==> src/rtl/btn_pkg.sv <==
// Shared state type, default timing constants and width helper for the
// push-button conditioning path.
package btn_pkg;

    typedef enum logic [1:0] {
        RELEASED  = 2'd0,
        PRESS_CHK = 2'd1,
        HELD      = 2'd2,
        REL_CHK   = 2'd3
    } btn_state_t;

    localparam int unsigned STABLE_CYCLES_DEF = 16;
    localparam int unsigned REPEAT_EN_DEF     = 1;
    localparam int unsigned REPEAT_DELAY_DEF  = 64;
    localparam int unsigned REPEAT_PERIOD_DEF = 16;

    function automatic int unsigned max(input int unsigned a, input int unsigned b);
        return (a > b) ? a : b;
    endfunction

endpackage

==> src/rtl/sync_2ff.sv <==
// Generic two-flop synchroniser for asynchronous inputs; both stages
// clear to 0 on synchronous reset.
module sync_2ff #(
    parameter int unsigned WIDTH = 1
) (
    input  logic             clk,
    input  logic             rst,
    input  logic [WIDTH-1:0] d_i,
    output logic [WIDTH-1:0] q_o
);

    logic [WIDTH-1:0] meta_d, meta_q;
    logic [WIDTH-1:0] sync_d, sync_q;

    always_comb begin
        meta_d = d_i;
        sync_d = meta_q;
    end

    always_ff @(posedge clk) begin
        if (rst) begin
            meta_q <= '0;
            sync_q <= '0;
        end else begin
            meta_q <= meta_d;
            sync_q <= sync_d;
        end
    end

    assign q_o = sync_q;

endmodule

==> src/rtl/btn_en_conditioner.sv <==
// Turns a raw bouncing push-button into single-cycle count enables:
// synchronise, debounce press/release, pulse once per press, optional auto-repeat.
module btn_en_conditioner
    import btn_pkg::*;
#(
    parameter int unsigned STABLE_CYCLES = STABLE_CYCLES_DEF,
    parameter int unsigned REPEAT_EN     = REPEAT_EN_DEF,
    parameter int unsigned REPEAT_DELAY  = REPEAT_DELAY_DEF,
    parameter int unsigned REPEAT_PERIOD = REPEAT_PERIOD_DEF
) (
    input  logic clk,
    input  logic rst,
    input  logic btn_in,
    output logic en_out,
    output logic btn_level,
    output logic busy
);

    localparam int unsigned STAB_W = $clog2(STABLE_CYCLES + 1);
    localparam int unsigned REP_W  = $clog2(max(REPEAT_DELAY, REPEAT_PERIOD) + 1);

    localparam logic [STAB_W-1:0] STAB_LAST = STAB_W'(STABLE_CYCLES - 1);
    localparam logic [STAB_W-1:0] STAB_ONE  = STAB_W'(1);
    localparam logic [REP_W-1:0]  REP_FIRST = REP_W'(REPEAT_DELAY);
    localparam logic [REP_W-1:0]  REP_NEXT  = REP_W'(REPEAT_PERIOD);
    localparam logic [REP_W-1:0]  REP_MAX   = '1;

    logic btn_s;

    sync_2ff #(
        .WIDTH (1)
    ) u_sync (
        .clk (clk),
        .rst (rst),
        .d_i (btn_in),
        .q_o (btn_s)
    );

    btn_state_t        state_d, state_q;
    logic [STAB_W-1:0] stab_d, stab_q;
    logic [REP_W-1:0]  rep_d, rep_q;
    logic              phase_d, phase_q;   // 0: waiting for first repeat, 1: periodic
    logic              en_d, en_q;
    logic              level_d, level_q;
    logic              busy_d, busy_q;
    logic              rep_tick;
    logic [REP_W-1:0]  rep_inc;

    always_comb begin
        state_d  = state_q;
        stab_d   = stab_q;
        rep_d    = rep_q;
        phase_d  = phase_q;
        en_d     = 1'b0;
        rep_tick = 1'b0;
        rep_inc  = '0;

        unique case (state_q)
            RELEASED: begin
                if (btn_s) begin
                    state_d = PRESS_CHK;
                    stab_d  = STAB_ONE;
                end else begin
                    stab_d = '0;
                end
            end
            PRESS_CHK: begin
                if (!btn_s) begin
                    state_d = RELEASED;
                    stab_d  = '0;
                end else if (stab_q == STAB_LAST) begin
                    state_d = HELD;
                    stab_d  = '0;
                    en_d    = 1'b1;
                    rep_d   = '0;
                    phase_d = 1'b0;
                end else begin
                    stab_d = stab_q + 1'b1;
                end
            end
            HELD: begin
                if (!btn_s) begin
                    state_d = REL_CHK;
                    stab_d  = STAB_ONE;
                end else begin
                    rep_tick = 1'b1;
                end
            end
            REL_CHK: begin
                // A bounce back to 1 resumes counting on this same edge.
                if (btn_s) begin
                    state_d  = HELD;
                    stab_d   = '0;
                    rep_tick = 1'b1;
                end else if (stab_q == STAB_LAST) begin
                    state_d = RELEASED;
                    stab_d  = '0;
                end else begin
                    stab_d = stab_q + 1'b1;
                end
            end
        endcase

        if (REPEAT_EN != 0 && rep_tick) begin
            rep_inc = (rep_q == REP_MAX) ? rep_q : rep_q + 1'b1;
            if (rep_inc == (phase_q ? REP_NEXT : REP_FIRST)) begin
                en_d    = 1'b1;
                rep_d   = '0;
                phase_d = 1'b1;
            end else begin
                rep_d = rep_inc;
            end
        end

        if (REPEAT_EN == 0) begin
            rep_d   = '0;
            phase_d = 1'b0;
        end

        level_d = (state_d == HELD) || (state_d == REL_CHK);
        busy_d  = (state_d == PRESS_CHK) || (state_d == REL_CHK);
    end

    always_ff @(posedge clk) begin
        if (rst) begin
            state_q <= RELEASED;
            stab_q  <= '0;
            rep_q   <= '0;
            phase_q <= 1'b0;
            en_q    <= 1'b0;
            level_q <= 1'b0;
            busy_q  <= 1'b0;
        end else begin
            state_q <= state_d;
            stab_q  <= stab_d;
            rep_q   <= rep_d;
            phase_q <= phase_d;
            en_q    <= en_d;
            level_q <= level_d;
            busy_q  <= busy_d;
        end
    end

    assign en_out    = en_q;
    assign btn_level = level_q;
    assign busy      = busy_q;

endmodule

==> config.mk <==
export PLATFORM = sky130hd
export DESIGN_NAME = btn_en_conditioner
export DESIGN_NICKNAME = d
export VERILOG_FILES = /design/src/rtl/btn_pkg.sv /design/src/rtl/sync_2ff.sv /design/src/rtl/btn_en_conditioner.sv
export SDC_FILE = /design/constraint.sdc
export NUM_CORES = 1
export LEC_CHECK = 0
export CAP_MARGIN = 10
export CORE_UTILIZATION = 45
export CTS_BUF_LIST = sky130_fd_sc_hd__clkbuf_16
export DETAILED_ROUTE_END_ITERATION = 10
export PLACE_DENSITY_LB_ADDON = 0.1
export SYNTH_ARGS = -nofsm -noshare
export SYNTH_HDL_FRONTEND = slang
export SYNTH_HIERARCHICAL = 1
export SYNTH_SLANG_ARGS = --single-unit
==> constraint.sdc <==
create_clock -name clk -period 3.55 [get_ports clk]
set_clock_uncertainty 0.05 [all_clocks]
set_input_delay 0.355 -clock clk [delete_from_list [all_inputs] [get_ports clk]]
set_output_delay 0.355 -clock clk [all_outputs]
set_load 0.01 [all_outputs]
* Yosys cells after proc, flatten, opt, wreduce, memory -nomap -nowiden
Cells that the tools add are included.
** Word-level totals
- Bits in registers :: 20
- Input bits :: 3
- Word-level logic and storage cells :: 61
** Operators by class
- Add/sub/neg operators :: 2
- Equal/unequal tests :: 10
- Mux-type cells :: 32
- Reductions and logical operators :: 8
** Operators by type and width (count)
- 7-bit two-way mux :: 7
- 5-bit two-way mux :: 4
- 5-bit one-hot mux with 4 select lines :: 1
- 1-bit two-way mux :: 13
- 2-bit two-way mux :: 6
- 2-bit == test (second input constant) :: 4
- 2-bit one-hot mux with 4 select lines :: 1
- 7-bit by 1-bit adder with 7-bit output (second input constant) :: 1
- 7-bit == test :: 1
- 7-bit == test (second input constant) :: 1
- 2-bit nonzero test :: 3
- 5-bit by 1-bit adder with 5-bit output (second input constant) :: 1
- 5-bit by 4-bit == test with 1-bit output (second input constant) :: 1
- 2-bit by 1-bit == test with 1-bit output (second input constant) :: 2
- 3-bit AND reduction :: 1
- 2-bit zero test :: 1
- 1-bit logical OR :: 2
- 2-bit inequality test (second input constant) :: 1
- 2-bit OR reduction :: 1

* Depth between registers and ports, before layout
Gate-level depths: netlist (run 1).
- Depth after elaboration :: 6
- Mapped depth :: 6
- Gate-level depth less buffers :: 6

* By module
The synthesis (run 1) kept the hierarchy.
** By module, submodules not included
- btn_en_conditioner :: instances 1, cells an instance 117, area each 952.2 um^2
- sync_2ff :: instances 1, cells an instance 4, area each 52.6 um^2

* Least setup slack after synthesis (run 1)
Ideal clock, no wire load.
- Path type :: reg-to-reg
- From :: register rep_q[0]
- To :: register rep_q[6]
- Arrival time :: 1.642 ns
- Required time :: 3.378 ns
- Setup slack :: 1.736 ns
- Stages on the path, launching flop included :: 7
- Path buffers :: 0
- Clock period less this slack :: 1.814 ns
- Cell sequence :: dfxtp_1 -> ha_1 -> and3_4 -> a211oi_1 -> nor4b_4 -> nand4_2 -> o311a_1
** On the way
- Word-level cells in the longest chain between the ends :: 5
- Elaborated cells between the ends (all ways) :: 6
- Those cells by class :: 1 x add/sub; 2 x eq/ne; 3 x mux
** RTL lines
- from (decl) :: line btn_en_conditioner.sv:41 : logic [REP_W-1:0] rep_d, rep_q;
- from (signal assigned) :: line btn_en_conditioner.sv:136 : rep_q <= rep_d;
- 7-bit by 1-bit adder with 7-bit output or 7-bit == test (tied branches) :: line btn_en_conditioner.sv:105 : rep_inc = (rep_q == REP_MAX) ? rep_q : rep_q + 1'b1;
- 7-bit two-way mux (*) :: line btn_en_conditioner.sv:105
- 7-bit == test :: line btn_en_conditioner.sv:106 : if (rep_inc == (phase_q ? REP_NEXT : REP_FIRST)) begin
- 7-bit two-way mux (*) :: line btn_en_conditioner.sv:106
- 7-bit two-way mux (*) :: line btn_en_conditioner.sv:104 : if (REPEAT_EN != 0 && rep_tick) begin
Mark *: on every way between the ends. The rest lies on a longest branch, timed or not.
A chain may end at the register's enable or synchronous reset.

* Final worst setup path (run 1)
Same ends and word-level chain as after synthesis.

==> results of run 1 <==
## critical path, cell delays in order (launching register included)
cell and delay [ns]:
dfxtp_1 0.41, ha_1 0.27, and3_4 0.23, a211oi_1 0.10, nor4b_4 0.24, nand4_2 0.21, o311a_1 0.39
## layer usage
metal | routed length [um] | part of all wire (%) | track usage (%) | vias up
met5 | 0 | 0 | 0 | -
met4 | 44 | 2.1 | 10.8 | 0
li1 | - | - | - | 450
met2 | 883 | 42 | 26.9 | 26
met1 | 1070 | 51 | 28.4 | 414
met3 | 93 | 4.4 | 3.12 | 5
## power groups by stage
stage / combinational, mW / clock (mW) / sequential (mW)
6_report: 0.00977 / 0.234 / 0.217
5_1_grt: 0.0109 / 0.248 / 0.217
4_1_cts: 0.00973 / 0.238 / 0.217
3_5_place_dp: 0.00983 / 0 / 0.222
3_3_place_gp: 0.00962 / 0 / 0.222
2_1_floorplan: 0.00494 / 0 / 0.221
## logic make-up after synthesis
group,count (synthesis)
buf+inv,9
xor+xnor,2
compound gates,36
flops,19
simple gates,53
fa+ha+maj,2
## area by class of cell
type / count / area, sq um
tap: 27 / 33.8
inverter: 4 / 15.0
fill: 185 / 881
clock buffer: 3 / 75.1
sequential: 19 / 380
clock inverter: 1 / 5.00
multi-input combinational: 93 / 582
timing repair buffer: 5 / 50.0
## final timing paths
| check | startpoint | endpoint | slack, ns | cells after the start |
|---|---|---|---|---|
| setup / recovery | rep_q[0] | rep_q[6] | 1.53 | 6 |
| hold / removal | u_sync/meta_q | u_sync/q_o | 0.39 | 1 |
| setup reg to reg | rep_q[0] | rep_q[6] | 1.53 | 6 |
| hold reg to reg | u_sync/meta_q | u_sync/q_o | 0.39 | 1 |
## Yosys cell counts, drive strengths merged, types with 3 or more instances
cell	count	area [sq um]
nor3	3	15.0
and3	4	31.3
a211oi	3	22.5
inv	4	15.0
buf	3	20.0
nor2b	3	18.8
o21ai	10	53.8
nand4	3	25.0
dfxtp	19	380
nand2	9	33.8
nor2	16	60.1
nand3	5	25.0
a21oi	10	50.1
## flip-flops by register name (all words and copies together) (netlist names)
signal,flops
busy,1
en_out,1
phase_q,1
rep_q,7
stab_q,5
state_q,2
u_sync/meta_q,1
u_sync/q_o,1
## per-stage QoR
stage,cells,worst slack [ns],util [%]
2_1_floorplan,121,1.74,-
3_3_place_gp,148,1.53,52.5
3_5_place_dp,148,1.49,52.5
4_1_cts,152,1.53,56.4
5_1_grt,152,1.42,56.4
6_report,152,1.53,56.4
==> metrics.cfg, run 1 <==
[power_and_ir_drop]
internal-power_mw=0.371
power_frac_seq_pct=47.1
vdd_ir_drop_max_v=0.000252
p_comb_share_pct=2.1
p_sw_share_pct=19.6
power_mw=0.461
p_switching_mw=0.0902
power.density_mw_per_mm2=404
leakage_nw=0.391
clockPowerShare_pct=50.8

[timing]
rsz0062_at_grt=false
hold_violations=0
setup_violations=0
slew_violations=0
whs_ns=0.392
period_minus_slack_ns=2.02
worst_pin_slew_ns=0.636
setup_tns_ns=0
clock.fmax_ghz=0.494
slew-limit-headroom_pct=57.5
period_share_pct=57.0

[die]
rows=16
die_w_um=49.3
dieArea_sq_mm=0.00243
die_y_um=49.3
ios=6
initial_core_util_pct=49.7
core_area_sq_mm=0.00202

[grt]
grt_max_degree=18
grtUsageTotal_pct=19.5
grt_pass1_wl_mm=3.68
grt_antenna_before_repair=0
grt_pass1_vias=798
grt-ovfl-total=0

[synth]
yosysWarningCount=6
synthSimpleGateAreaFrac_pct=29.8
syn_area_sq_mm=0.00100
ys_async_sr_fraction_pct=0
synth_compound_area_share_pct=23.9
synth_edf_count=0
synthXorXnorAreaFrac_pct=1.74
syn_inst=121
syn_nets=126
ys_ff_latch=19
synth_cell_types=43
yosys_most_used_dff=dfxtp_1
avgSynthCellArea_sq_um=8.30
synth_top_family_by_area=simple AND/OR/NAND/NOR gates
ys_seq_area_share_pct=37.9
synth_adder_area_share_pct=2.49
synthMuxAreaShare_pct=0

[routing]
ant_nets=0
vias=895
drc=0
drt_iter0_drc=34
wl_per_cell_um=13.8
wirelength_mm=2.09
first_pass_iters=4
via_per_inst=5.89

[clocking]
clk_pin_slew_ns=0.06
cts_buffers=3
clockBufferDepth=2
cts_tree=done
postCtsResizedCells=0
clock_sinks=19
htreeDepth=1
clk_latency_ns=0.25
hold_buffers=0
clockRootBuffer=clkbuf_16
post_cts_buffers=0

[final_layout]
final_cell_area_sq_mm=0.00114
antennaDiodeCount=0
nNetsFinal=131
areaGrowthSynthToFinish_pct=13.6
final_cell_mix=19 x dfxtp_1, 16 x nor2_1, 10 x a21oi_1
layout_commonest_cell=dfxtp_1
drive_gt1_share_pct=10.4

[run]
maxCapViolCount=0

[status]
status=finished, final reports clean

[setup_path]
critPathLaunchType=flip-flop
critPathMaxFanout=6
arrival_ns=2.12
critPathKind=reg2reg
cp_data_required_time_ns=3.64
critical_path.endpoint_type=flip-flop

[placed_design]
placed_area_sq_mm=0.00106
port_buffers=5
dp_hpwl_mm=1.38
routabilityCongestion=0.803

[hold_path]
hold_path.class=reg2reg

Note: power is estimated with default switching activity, not from simulation.
==> inputs of run 2 (changes only) <==
Clock period 3.55 ns to 1.97 ns, I/O delays scaled along.
==> metrics.cfg, run 2 (synthesis results as in run 1) <==
[setup_path]
crit_buf_inv=0
critPathSlowestCell=dfxtp_1
cpLargestDelayFamily=simple AND/OR/NAND/NOR gates
worst_path_largest_cell_delay_ns=0.37
arrival_ns=1.97
r2r_slack_ns=0.13
critical_path.endpoint_type=flip-flop
critPathMaxFanout=5
cp_data_required_time_ns=2.10
critPathKind=reg2reg
path_cells=ha_2, and3_4, a211oi_1, a311o_1, or3_4, o22ai_2
critPathLaunchType=flip-flop

[clocking]
cts_buffers=3
clk_pin_slew_ns=0.06
clock_sinks=19
clockBufferDepth=2
clockRootBuffer=clkbuf_16
htreeDepth=1
cts_tree=done
clk_latency_ns=0.25

[hold_path]
hold_path.class=reg2reg

[timing]
worst_pin_slew_ns=0.423
slew_violations=0
slew-limit-headroom_pct=71.6
hold_violations=0
period_share_pct=93.5
setup_violations=0
setup_tns_ns=0
period_minus_slack_ns=1.84
timing.final.ws_setup_ns=0.129
rsz0062_at_grt=false
clock.fmax_ghz=0.543

[power_and_ir_drop]
leakage_nw=0.412
power.density_mw_per_mm2=700
vdd_ir_drop_max_v=0.000422

[grt]
grtUsageTotal_pct=18.9
grt_max_degree=12
grt_pass1_wl_mm=3.57
grt_antenna_before_repair=0
grt_pass1_vias=775
grt-ovfl-total=0

[final_layout]
top_register=rep_q
largest_reg_flops=7
drive_gt1_share_pct=14.6
final_cell_mix=19 x dfxtp_1, 16 x nor2_1, 10 x a21oi_1
areaGrowthSynthToFinish_pct=17.6
nNetsFinal=136
antennaDiodeCount=0
layout_commonest_cell=dfxtp_1
reg.largest.list=rep_q x7, stab_q x5, state_q x2

[placed_design]
port_buffers=5
routabilityCongestion=0.914
dp_hpwl_mm=1.57
pre_cts_slack_ns=0.0787

[routing]
first_pass_iters=4
ant_nets=0
drc=0
vias=884
drt_iter0_drc=23
via_per_inst=5.63
wirelength_mm=2.14
wl_per_cell_um=13.6

[die]
rows=16
ios=6
die_w_um=49.3
initial_core_util_pct=49.7
core_area_sq_mm=0.00202
die_y_um=49.3
dieArea_sq_mm=0.00243

[run]
maxCapViolCount=0

[status]
status=finished, final reports clean

run 2: timing repair:
action,4_1_cts,5_1_grt
hold buffers,0,0
gates resized for setup,0,1
endpoints found under the setup margin,0,1
setup buffers,0,1
run 2: final cells by class:
type                       instances  area, sq um
sequential                        19          380
inverter                           4         15.0
multi-input combinational         93          584
tap                               27         33.8
fill                             183          841
timing repair buffer              10         87.6
clock inverter                     1         5.00
clock buffer                       3         75.1
run 2: path summary, 6_finish.rpt:
kind	start	end	cells after the start
worst max-delay path	rep_q[1]	en_out	6
worst min-delay path	u_sync/meta_q	u_sync/q_o	1
worst max register to register	rep_q[1]	en_out	6
worst min register to register	u_sync/meta_q	u_sync/q_o	1
run 2: through the flow:
step	hold WS [ns]	total power [mW]	utilization, %	area, sq um	cells
global route	0.406	0.853	58.4	1180	157
global placement	0.369	0.420	54.0	1090	152
floorplan	0.219	0.408	-	1000	121
CTS	0.394	0.837	57.9	1170	156
detailed placement	0.380	0.421	54.0	1090	152
finish	0.389	0.827	58.4	1180	157
run 2: power by group:
group          internal (mW)  total [mW]  switching, mW
sequential             0.388       0.391        0.00306
combinational         0.0104      0.0210         0.0106
clock                  0.272       0.415          0.143
total                  0.670       0.827          0.157
run 2: worst register-to-register path, stage by stage, from the launching register on:
cell and delay (ns):
dfxtp_1 0.37, ha_2 0.23, and3_4 0.21, a211oi_1 0.07, a311o_1 0.37, or3_4 0.36, o22ai_2 0.12
run 2: routing by layer:
metal,track usage (%),wire [um]
met1,26.2,1100
met2,29.5,973
met3,4.05,49
met4,4.41,11
met5,0,0
==> inputs of run 3 (changes only) <==
Settings changed: CORE_MARGIN set to 2, HOLD_SLACK_MARGIN set to 0.03.
==> metrics.cfg, run 3 (synthesis results as in run 1) <==
[timing]
clock.fmax_ghz=0.525
hold_violations=0
timing.final.ws_setup_ns=0.0635
whs_ns=0.390
worst_pin_slew_ns=0.433
period_share_pct=96.8
setup_tns_ns=0
setup_violations=0
slew-limit-headroom_pct=70.8
slew_violations=0
period_minus_slack_ns=1.91

[final_layout]
drive_gt1_share_pct=15.3
reg.largest.list=rep_q x7, stab_q x5, state_q x2
top_register=rep_q
largest_reg_flops=7
antennaDiodeCount=0
areaGrowthSynthToFinish_pct=18.4
final_cell_area_sq_mm=0.00119
final_cell_mix=19 x dfxtp_1, 16 x nor2_1, 10 x a21oi_1
layout_commonest_cell=dfxtp_1
nNetsFinal=137

[setup_path]
r2r-start=rep_q[1]
cp_data_required_time_ns=2.06
critPathLaunchType=flip-flop
r2r_slack_ns=0.06
critPathKind=reg2reg
critPathMaxFanout=5
rr_worst_depth=6
startpoint=rep_q[1]
rr_endpoint=rep_q[6]
arrival_ns=1.99
critical_path.endpoint_type=flip-flop
cp-endpoint=rep_q[6]

[die]
ios=6
rows=17
core_area_sq_mm=0.00217
die_y_um=51.3
initial_core_util_pct=46.3
dieArea_sq_mm=0.00263
die_w_um=51.3

[grt]
grt_antenna_before_repair=0
grt-ovfl-total=0
grt_max_degree=12
grtUsageTotal_pct=19.6
grt_pass1_vias=795
grt_pass1_wl_mm=3.79

[clocking]
clockRootBuffer=clkbuf_16
htreeDepth=1
cts_tree=done
clk_pin_slew_ns=0.06
clockBufferDepth=2
cts_buffers=3
clock_sinks=19
clk_latency_ns=0.25

[placed_design]
placed_area_sq_mm=0.00109
port_buffers=5
dp_hpwl_mm=1.54
pre_cts_slack_ns=0.0468
routabilityCongestion=0.854

[routing]
ant_nets=0
first_pass_iters=4
vias=927
drc=0
drt_iter0_drc=42
via_per_inst=5.83
wl_per_cell_um=14.5
wirelength_mm=2.31

[status]
status=finished, final reports clean

[power_and_ir_drop]
leakage_nw=0.416
power.density_mw_per_mm2=704
vdd_ir_drop_max_v=0.000574

[hold_path]
hold_path.class=reg2reg

[run]
maxCapViolCount=0

==> run 3: cell count changes in the layout (fill, tap and decap cells not counted), sizes merged <==
cell	delta
buf	+1
==> run 3: area by class of cell <==
type                            count  area, sq um
Fill cell                         213          980
Multi-Input combinational cell     93          584
Sequential cell                    19          380
Timing Repair Buffer               11         95.1
Clock buffer                        3         75.1
Tap cell                           28         35.0
Inverter                            4         15.0
Clock inverter                      1         5.00
==> run 3: layer usage <==
layer  vias up  track usage (%)  part of all wire (%)
li1        457                -                     -
met5         -                0                     0
met1       441             27.5                    50
met3         2             4.97                   4.8
met2        27             29.2                    45
met4         0             6.58                  0.69
==> run 3: stage by stage <==
| stage | util, % | power [mW] | std cells |
|---|---|---|---|
| 4_1_cts | 54.0 | 0.838 | 157 |
| 3_3_place_gp | 50.3 | 0.419 | 153 |
| 5_1_grt | 54.8 | 0.862 | 159 |
| 3_5_place_dp | 50.3 | 0.419 | 153 |
| 2_1_floorplan | - | 0.408 | 121 |
| 6_report | 54.8 | 0.837 | 159 |
==> run 3: how the worst min path moves through the flow <==
| stage | startpoint | endpoint | slack, ns | cells past startpoint |
|---|---|---|---|---|
| floorplan | rst | u_sync/meta_q | 0.22 | 1 |
| global placement | u_sync/meta_q | u_sync/q_o | 0.37 | 1 |
| detailed placement | u_sync/meta_q | u_sync/q_o | 0.38 | 1 |
| CTS | u_sync/meta_q | u_sync/q_o | 0.39 | 1 |
| global route | u_sync/meta_q | u_sync/q_o | 0.41 | 1 |
| finish | u_sync/meta_q | u_sync/q_o | 0.39 | 1 |
==> run 3: report_power, final <==
group | switching (mW) | internal [mW] | total (mW)
logic | 0.0107 | 0.00918 | 0.0199
clock network | 0.154 | 0.272 | 0.426
registers | 0.00322 | 0.388 | 0.391
==> run 3: repair_timing <==
| action | in CTS | in global routing |
|---|---|---|
| hold buffers | 0 | 0 |
| gates resized for setup | 0 | 1 |
| endpoints found under the hold margin | 0 | 0 |
| endpoints found under the setup margin | 0 | 1 |
| setup buffers | 0 | 2 |
==> run 3: worst max-delay path, stage by stage, from the launching register on <==
cell,delay [ns]
dfxtp_1,0.37
ha_2,0.23
and3_4,0.21
a211oi_1,0.11
nor4b_4,0.27
nand4_2,0.17
o311a_1,0.38
